--- config.mk ---
export PLATFORM = sky130hd
export DESIGN_NAME = ex_stage
export DESIGN_NICKNAME = d
export VERILOG_FILES = /design/src/rtl/mips_pkg.sv /design/src/rtl/muldiv_seq.sv /design/src/rtl/ex_stage.sv
export SDC_FILE = /design/constraint.sdc
export NUM_CORES = 2
export LEC_CHECK = 0
export BUFFER_PORTS_ARGS = -buffer_cell sky130_fd_sc_hd__clkbuf_2
export CAP_MARGIN = 20
export CORE_MARGIN = 3
export CORE_UTILIZATION = 27
export CTS_CLUSTER_DIAMETER = 100
export DETAILED_ROUTE_END_ITERATION = 10
export HOLD_SLACK_MARGIN = 0.06
export PLACE_DENSITY = 0.44
export SYNTH_ARGS = -nofsm -noshare
export SYNTH_HDL_FRONTEND = slang
export SYNTH_SLANG_ARGS = --single-unit
--- constraint.sdc ---
create_clock -name clk -period 10.3 [get_ports clk]
set_clock_uncertainty 0.15 [all_clocks]
set_input_delay 0.515 -clock clk [delete_from_list [all_inputs] [get_ports clk]]
set_output_delay 0.515 -clock clk [all_outputs]
set_load 0.02 [all_outputs]
--- src/rtl/mips_pkg.sv ---
// rtl/mips_pkg.sv - shared encodings for the MIPS execute stage
package mips_pkg;

   localparam logic [1:0] ALUOP_ADD   = 2'b00;
   localparam logic [1:0] ALUOP_SUB   = 2'b01;
   localparam logic [1:0] ALUOP_RTYPE = 2'b10;
   localparam logic [1:0] ALUOP_ITYPE = 2'b11;

   localparam logic [1:0] FWD_REG   = 2'b00;
   localparam logic [1:0] FWD_MEMWB = 2'b01;
   localparam logic [1:0] FWD_EXMEM = 2'b10;

   localparam logic [5:0] F_SLL   = 6'h00;
   localparam logic [5:0] F_SRL   = 6'h02;
   localparam logic [5:0] F_SRA   = 6'h03;
   localparam logic [5:0] F_SLLV  = 6'h04;
   localparam logic [5:0] F_SRLV  = 6'h06;
   localparam logic [5:0] F_SRAV  = 6'h07;
   localparam logic [5:0] F_MFHI  = 6'h10;
   localparam logic [5:0] F_MTHI  = 6'h11;
   localparam logic [5:0] F_MFLO  = 6'h12;
   localparam logic [5:0] F_MTLO  = 6'h13;
   localparam logic [5:0] F_MULT  = 6'h18;
   localparam logic [5:0] F_MULTU = 6'h19;
   localparam logic [5:0] F_DIV   = 6'h1A;
   localparam logic [5:0] F_DIVU  = 6'h1B;
   localparam logic [5:0] F_ADD   = 6'h20;
   localparam logic [5:0] F_ADDU  = 6'h21;
   localparam logic [5:0] F_SUB   = 6'h22;
   localparam logic [5:0] F_SUBU  = 6'h23;
   localparam logic [5:0] F_AND   = 6'h24;
   localparam logic [5:0] F_OR    = 6'h25;
   localparam logic [5:0] F_XOR   = 6'h26;
   localparam logic [5:0] F_NOR   = 6'h27;
   localparam logic [5:0] F_SLT   = 6'h2A;
   localparam logic [5:0] F_SLTU  = 6'h2B;

   localparam logic [5:0] OP_ADDI  = 6'h08;
   localparam logic [5:0] OP_ADDIU = 6'h09;
   localparam logic [5:0] OP_SLTI  = 6'h0A;
   localparam logic [5:0] OP_SLTIU = 6'h0B;
   localparam logic [5:0] OP_ANDI  = 6'h0C;
   localparam logic [5:0] OP_ORI   = 6'h0D;
   localparam logic [5:0] OP_XORI  = 6'h0E;
   localparam logic [5:0] OP_LUI   = 6'h0F;

   typedef logic [0:0] md_state_t;
   localparam md_state_t MD_IDLE = 1'b0;
   localparam md_state_t MD_RUN  = 1'b1;

   function automatic logic is_muldiv_funct(input logic [5:0] fn);
      return fn inside {F_MULT, F_MULTU, F_DIV, F_DIVU};
   endfunction

   function automatic logic is_hilo_funct(input logic [5:0] fn);
      return is_muldiv_funct(fn) || (fn inside {F_MFHI, F_MTHI, F_MFLO, F_MTLO});
   endfunction

endpackage

--- src/rtl/muldiv_seq.sv ---
// rtl/muldiv_seq.sv - iterative multiply/divide sequencer with HI/LO registers
module muldiv_seq
   import mips_pkg::*;
#(
   parameter int MD_CYCLES = 32
) (
   input  logic        clk,
   input  logic        reset,
   input  logic        start,
   input  logic        is_div,
   input  logic        is_signed,
   input  logic [31:0] op_a,
   input  logic [31:0] op_b,
   input  logic        wr_hi,
   input  logic        wr_lo,
   input  logic [31:0] wr_data,
   output logic [31:0] hi,
   output logic [31:0] lo,
   output logic        busy
);

   localparam int CW = $clog2(MD_CYCLES);

   md_state_t      state;
   logic [CW-1:0]  count;
   logic [63:0]    acc;
   logic [31:0]    dsr;
   logic           div_q, neg_q, neg_r, div0;

   logic [31:0] a_mag, b_mag;
   logic [32:0] add_sum, rem_shift, diff;
   logic [63:0] acc_next, prod;
   logic [31:0] quot, rem;

   // acc holds {partial product, multiplier} or {remainder, dividend/quotient}
   always_comb begin
      a_mag     = (is_signed && op_a[31]) ? (32'd0 - op_a) : op_a;
      b_mag     = (is_signed && op_b[31]) ? (32'd0 - op_b) : op_b;
      add_sum   = {1'b0, acc[63:32]} + {1'b0, (acc[0] ? dsr : 32'd0)};
      rem_shift = {acc[63:32], acc[31]};
      diff      = rem_shift - {1'b0, dsr};
      if (div_q) begin
         acc_next = diff[32] ? {rem_shift[31:0], acc[30:0], 1'b0}
                             : {diff[31:0], acc[30:0], 1'b1};
      end else begin
         acc_next = {add_sum, acc[31:1]};
      end
      prod = neg_q ? (64'd0 - acc_next) : acc_next;
      quot = div0 ? 32'hFFFF_FFFF : (neg_q ? (32'd0 - acc_next[31:0]) : acc_next[31:0]);
      rem  = neg_r ? (32'd0 - acc_next[63:32]) : acc_next[63:32];
   end

   always_ff @(posedge clk) begin
      if (reset) begin
         state <= MD_IDLE;
         count <= '0;
         acc   <= '0;
         dsr   <= '0;
         div_q <= 1'b0;
         neg_q <= 1'b0;
         neg_r <= 1'b0;
         div0  <= 1'b0;
         hi    <= '0;
         lo    <= '0;
      end else begin
         case (state)
            MD_IDLE: begin
               if (start) begin
                  state <= MD_RUN;
                  count <= '0;
                  acc   <= {32'd0, a_mag};
                  dsr   <= b_mag;
                  div_q <= is_div;
                  neg_q <= is_signed & (op_a[31] ^ op_b[31]);
                  neg_r <= is_signed & is_div & op_a[31];
                  div0  <= is_div & (op_b == 32'd0);
               end else begin
                  if (wr_hi) hi <= wr_data;
                  if (wr_lo) lo <= wr_data;
               end
            end
            default: begin
               acc   <= acc_next;
               count <= count + CW'(1);
               if (count == CW'(MD_CYCLES - 1)) begin
                  state <= MD_IDLE;
                  if (div_q) begin
                     hi <= rem;
                     lo <= quot;
                  end else begin
                     hi <= prod[63:32];
                     lo <= prod[31:0];
                  end
               end
            end
         endcase
      end
   end

   assign busy = (state == MD_RUN);

endmodule

--- src/rtl/ex_stage.sv ---
// rtl/ex_stage.sv - MIPS execute stage: forwarding, ALU, HI/LO stall control
module ex_stage
   import mips_pkg::*;
#(
   parameter int MD_CYCLES = 32
) (
   input  logic        clk,
   input  logic        reset,
   input  logic        validIN,
   input  logic        ALUSrcIN,
   input  logic        ShiftIN,
   input  logic        RegDstIN,
   input  logic [1:0]  ALUOpIN,
   input  logic [31:0] readData1IN,
   input  logic [31:0] readData2IN,
   input  logic [31:0] signExtIN,
   input  logic [4:0]  ins20_16IN,
   input  logic [4:0]  ins15_11IN,
   input  logic [4:0]  ins10_6IN,
   input  logic [5:0]  ins31_26IN,
   input  logic [1:0]  fwdA,
   input  logic [1:0]  fwdB,
   input  logic [31:0] exMemResult,
   input  logic [31:0] memWbResult,
   output logic [31:0] aluResult,
   output logic        zero,
   output logic [31:0] storeData,
   output logic [4:0]  writeReg,
   output logic        stall,
   output logic        busy
);

   logic [31:0] fwd_a, fwd_b, op_a, op_b, zimm, hi, lo;
   logic [5:0]  funct;
   logic [4:0]  sh;
   logic        rtype, is_md, issue;

   always_comb begin
      case (fwdA)
         FWD_MEMWB: fwd_a = memWbResult;
         FWD_EXMEM: fwd_a = exMemResult;
         default:   fwd_a = readData1IN;
      endcase
      case (fwdB)
         FWD_MEMWB: fwd_b = memWbResult;
         FWD_EXMEM: fwd_b = exMemResult;
         default:   fwd_b = readData2IN;
      endcase
   end

   assign op_a  = ShiftIN ? {27'd0, ins10_6IN} : fwd_a;
   assign op_b  = ALUSrcIN ? signExtIN : fwd_b;
   assign zimm  = {16'd0, signExtIN[15:0]};
   assign funct = signExtIN[5:0];
   assign sh    = op_a[4:0];

   always_comb begin
      aluResult = '0;
      case (ALUOpIN)
         ALUOP_ADD: aluResult = op_a + op_b;
         ALUOP_SUB: aluResult = op_a - op_b;
         ALUOP_RTYPE: begin
            case (funct)
               F_SLL, F_SLLV:  aluResult = op_b << sh;
               F_SRL, F_SRLV:  aluResult = op_b >> sh;
               F_SRA, F_SRAV:  aluResult = $unsigned($signed(op_b) >>> sh);
               F_ADD, F_ADDU:  aluResult = op_a + op_b;
               F_SUB, F_SUBU:  aluResult = op_a - op_b;
               F_AND:          aluResult = op_a & op_b;
               F_OR:           aluResult = op_a | op_b;
               F_XOR:          aluResult = op_a ^ op_b;
               F_NOR:          aluResult = ~(op_a | op_b);
               F_SLT:          aluResult = {31'd0, $signed(op_a) < $signed(op_b)};
               F_SLTU:         aluResult = {31'd0, op_a < op_b};
               F_MFHI:         aluResult = hi;
               F_MFLO:         aluResult = lo;
               default:        aluResult = '0;
            endcase
         end
         default: begin
            case (ins31_26IN)
               OP_ADDI, OP_ADDIU: aluResult = op_a + op_b;
               OP_SLTI:           aluResult = {31'd0, $signed(op_a) < $signed(op_b)};
               OP_SLTIU:          aluResult = {31'd0, op_a < op_b};
               OP_ANDI:           aluResult = op_a & zimm;
               OP_ORI:            aluResult = op_a | zimm;
               OP_XORI:           aluResult = op_a ^ zimm;
               OP_LUI:            aluResult = op_b << 16;
               default:           aluResult = '0;
            endcase
         end
      endcase
   end

   assign zero      = (aluResult == 32'd0);
   assign storeData = fwd_b;
   assign writeReg  = RegDstIN ? ins15_11IN : ins20_16IN;

   // Only HI/LO consumers wait on the sequencer; everything else flows past it.
   assign rtype = (ALUOpIN == ALUOP_RTYPE);
   assign is_md = rtype & is_muldiv_funct(funct);
   assign stall = validIN & busy & rtype & is_hilo_funct(funct);
   assign issue = validIN & ~stall & rtype;

   muldiv_seq #(.MD_CYCLES(MD_CYCLES)) u_muldiv (
      .clk       (clk),
      .reset     (reset),
      .start     (issue & is_md),
      .is_div    (funct[1]),
      .is_signed (~funct[0]),
      .op_a      (fwd_a),
      .op_b      (fwd_b),
      .wr_hi     (issue & (funct == F_MTHI)),
      .wr_lo     (issue & (funct == F_MTLO)),
      .wr_data   (fwd_a),
      .hi        (hi),
      .lo        (lo),
      .busy      (busy)
   );

endmodule

==> run summary <==
Setup violations remaining at the end of the flow were counted as 0. The tools report the relative max-transition margin as 0.1127. The post-route fraction of the period consumed by the critical path is 0.8277, and the number of clock sinks is 170. The number of rows in the core area is 118, and the count of buffers added by post-CTS timing repair for setup is 0. The final net count came out at 4704. In the post-route analysis, the smallest setup slack over all paths is 1.775 ns. The largest incremental delay on the critical path works out to 1.01 ns.

Clock-pin slew was measured on the worst setup and hold paths at 0.08 ns. The critical path in this run is classified as input pin to primary output. The die is 330.9 µm wide. The run gives 117.3 MHz as the peak clock frequency supported by timing. Counting the fill cells in the layout gives 11660. Across all layers, the routed design uses 35660 vias.

The worst hold path terminates at u_muldiv.acc[23]. Clock tree synthesis inserted a total of 17 buffers. The kind of end point of the critical path is a primary output. Synthesis inferred 170 register bits. Kind of path behind the tightest hold check: input pin to register. The count of boundary I/O pins is 265. Relative to the synthesized area, the layout overhead comes to 12.52%. For the starting density of the core, the log shows 0.2739. The number of nets in the synthesized netlist is 4584. For this block, the routed nets add up to 185000 µm of wire. The required time of the critical path came out at 9.64 ns. The most used flip-flop cell after synthesis is sky130_fd_sc_hd__dfxtp_1. The worst setup path is launched from an input pin. For this run the aggregate overflow at the end of global routing stands at 0. For this design the ratio of total power to cell area is 103.1 nW/µm². The tightest hold path in the finished design has a slack of 0.2423 ns. The synthesized design contains 0 enable-type register cells. The post-synth design cell area was 28510 µm²; the total area of sequential cells was 3411 µm². Synthesis produced a netlist whose cell count is 4184. The tools report the worst setup slack for register-to-register paths as 2.45 ns. Counting stages on the worst path, the most repeated cell is sky130_fd_sc_hd__a21o_1. The fraction of synthesis flops using an asynchronous set or reset pin was 0; the synthesized area divided by synthesized cell count was 6.813 µm². The Yosys step of the flow raised 0 warnings. Endpoint of the worst-slack reg-to-reg timing path: u_muldiv.hi[24]. Among all cell types in the netlist, the one instantiated most often is sky130_fd_sc_hd__nor2_1. The run gives 32980 as the number of global-route vias before repair. In this run the number of H-tree levels came out at 4. In this run the static leakage power is 0.01305 µW. The maximum number of pins on one net before global-route repair is 123, and the worst hold path stage count is 2. The number of buffers on the longest clock path was 2; the number of nets still failing antenna checks after routing was 0. The setup slack after placement was 2.117 ns. The pre-antenna-repair detailed-routing pass consisted of 8 iterations. The portion of the post-synthesis area used by sequential elements is 0.1194, and the portion of synthesized cell area occupied by the leading cell type is 0.1194. The region available for standard cell placement spans 104100 µm².

The congestion estimate from routability-driven global placement came to 1.081. Ratio of cells with drive above 1 in the final layout: 0.1434. TritonCTS built the clock tree. For the total count of max-transition violations in the final report, the log shows 0. In the final routed layout, each cell accounts on average for 32.44 µm.

In the synthesized netlist, the cells that appear most often are 455 x sky130_fd_sc_hd__nor2_1, 383 x sky130_fd_sc_hd__nand2_1, 373 x sky130_fd_sc_hd__a21oi_1. Setup total negative slack on the finished layout was measured at 0 ns. The tools report the area enclosed by the die boundary as 109500 µm². Counting distinct cell types in the post-synthesis netlist gives 117. Setup repair after global routing left no endpoint under its margin. The initial DRC count was 4536; the number of antenna violations at the first check in global routing was 5. The origin of the critical flop-to-flop path was u_muldiv.acc[31]. The overall routing resource usage was 0.3246. Counting cells, the worst reg-to-reg path comes to 24. The signal on the critical path passes through clkbuf_2 > inv_1 > ha_2 > buf_4 > nor2_1 > a21oi_1 > or2_2 > ha_1 > a21o_1 > a21o_1 > a41o_1 > a21o_1 > a21oi_1 > xnor2_1 > a221oi_1 > o211ai_1 > nor2_1 > or4b_1 > nor4b_1 > and4b_1 > and4_1 > clkbuf_2. The run gives 0 as the hold buffer count at cts. In the routed layout, each cell is associated on average with a via count of 6.254.

Max-cap violations in this run came to 0. Data arrives at the worst endpoint at 7.86 ns. The overall power consumption is 3306 µW.

The startpoint identified for the worst hold timing path is reset. Of all nets on the critical path, the largest fanout is 37. The clock latency on the worst-skew pair is 0.50 ns, and the area of the multi-input gates is 23230 µm². IR analysis of the VDD net gives a maximum drop of 0.1408 mV. The die is 330.9 µm tall. The flow ran to the end, and the final reports show no timing, DRC or antenna violations.

Clock tree synthesis selected as its root buffer the cell sky130_fd_sc_hd__clkbuf_16. In the routed design, unresolved DRC markers number 0. For the pin with the worst max-slew slack, the measured transition is 1.331 ns. Input and output buffers added on the ports amount to 264.

Post-CTS repair changed the size of 0 cells. The first global-routing pass estimated 255500 µm of wire. The number of hold violations in the final report is 0. Most area-hungry cell type in the Yosys netlist: sky130_fd_sc_hd__dfxtp_1. The HPWL after detailed placement came out at 148800 µm. The time the worst path needs with I/O delays and setup works out to 8.525 ns.

Yosys attributes the largest share of cell area to sky130_fd_sc_hd__dfxtp_1 12%, sky130_fd_sc_hd__ha_1 8.9%, sky130_fd_sc_hd__a21oi_1 6.5%. The largest individual stage delay along the critical path comes from the cell sky130_fd_sc_hd__a21oi_1.
==> how the worst max path moves through the flow <==
stage	from	endpoint	slack, ns	depth (start not counted)
CTS	fwdA[0]	zero	2.09	22
floorplan	fwdA[0]	zero	3.42	23
detailed placement	fwdA[0]	zero	2.12	22
global route	fwdA[0]	zero	1.54	22
global placement	fwdA[0]	zero	2.20	22
finish	fwdA[0]	zero	1.77	22
==> layer usage <==
metal  global-route usage  wire [µm]  vias up
li1                     -          -    15750
met1               0.4291      76710    17350
met2               0.4805      76780     2145
met3              0.05967      16930      417
met4               0.2125      14550        4
met5                    0         22        -
==> power breakdown <==
| part | total [µW] | switching, µW | internal, µW | leakage, µW |
|---|---|---|---|---|
| sequential | 662 | 3.81 | 658 | 0.00137 |
| combinational | 1930 | 1360 | 570 | 0.0114 |
| clock | 717 | 339 | 378 | 0.000300 |
==> placed cells by master, fill, tap and decap left out, types with 17 or more instances in the layout <==
master / n
sky130_fd_sc_hd__inv_1: 202
sky130_fd_sc_hd__ha_1: 201
sky130_fd_sc_hd__a21o_1: 61
sky130_fd_sc_hd__xnor2_1: 146
sky130_fd_sc_hd__clkbuf_16: 18
sky130_fd_sc_hd__a211oi_1: 73
sky130_fd_sc_hd__xor2_1: 58
sky130_fd_sc_hd__mux2i_1: 104
sky130_fd_sc_hd__a31oi_1: 71
sky130_fd_sc_hd__o211ai_1: 54
sky130_fd_sc_hd__nand2b_1: 24
sky130_fd_sc_hd__nand2_1: 383
sky130_fd_sc_hd__nor4_1: 31
sky130_fd_sc_hd__a22oi_1: 84
sky130_fd_sc_hd__and3_1: 45
sky130_fd_sc_hd__a222oi_1: 34
sky130_fd_sc_hd__a221o_1: 18
sky130_fd_sc_hd__or2_2: 48
sky130_fd_sc_hd__o22ai_1: 70
sky130_fd_sc_hd__o21ai_0: 337
sky130_fd_sc_hd__a221oi_2: 17
sky130_fd_sc_hd__nand3_1: 81
sky130_fd_sc_hd__nor3_1: 105
sky130_fd_sc_hd__or3_1: 24
sky130_fd_sc_hd__nor2b_1: 58
sky130_fd_sc_hd__nor2_1: 454
sky130_fd_sc_hd__nand4_1: 19
sky130_fd_sc_hd__buf_4: 124
sky130_fd_sc_hd__o31ai_1: 45
sky130_fd_sc_hd__a221oi_1: 50
sky130_fd_sc_hd__o21bai_1: 19
sky130_fd_sc_hd__a21oi_1: 371
sky130_fd_sc_hd__o21a_1: 18
sky130_fd_sc_hd__mux2_2: 44
sky130_fd_sc_hd__clkbuf_2: 262
sky130_fd_sc_hd__o221ai_1: 28
sky130_fd_sc_hd__dfxtp_1: 168
sky130_fd_sc_hd__and2_1: 55
==> through the flow <==
step | std cells | utilization | cell area, µm²
after floorplan | 4184 | - | 28510
after global placement | 5663 | 0.3020 | 31430
after detailed placement | 5663 | 0.3020 | 31430
after CTS | 5695 | 0.3079 | 32050
after global routing | 5697 | 0.3080 | 32060
final | 5702 | 0.3082 | 32080
==> registers in the layout, indices dropped and copies added, names as in the netlist <==
register and flops:
u_muldiv.div0 1, u_muldiv.acc 64, u_muldiv.hi 32, u_muldiv.busy 1
u_muldiv.neg_r 1, u_muldiv.dsr 32, u_muldiv.neg_q 1, u_muldiv.div_q 1
u_muldiv.count 5, u_muldiv.lo 32
==> cell families (layout without fill, tap and decap cells) <==
| kind of cell | after synthesis | count (layout) | share of synthesized area |
|---|---|---|---|
| AOI/OAI and AO/OA | 1540 | 1540 | 0.3618 |
| xor gates and xnor gates | 204 | 204 | 0.06268 |
| adders and majority gates | 207 | 207 | 0.09191 |
| buffers and inverters | 500 | 633 | 0.06979 |
| DFF | 170 | 170 | 0.1194 |
| muxes | 157 | 157 | 0.06040 |
| other | 0 | 5 | 0 |
| and+or+nand+nor | 1406 | 1406 | 0.2340 |
==> area by class of cell <==
class	instances	area share
antenna	5	0.0003901
clock buffer	19	0.01416
clock inverter	13	0.004993
inverter	212	0.02481
multi-input combinational	3514	0.7241
sequential	170	0.1063
tap	1380	0.05383
timing repair buffer	389	0.07138
==> worst max-delay path, delay by kind of cell <==
kind	cells	cell delay [ns]
buffers and inverters	4	0.77
and+or+nand+nor	7	2.41
AOI/OAI and AO/OA	8	2.78
xor gates and xnor gates	1	0.18
adders and majority gates	2	1.19
Power figures use the tool's default switching activity.
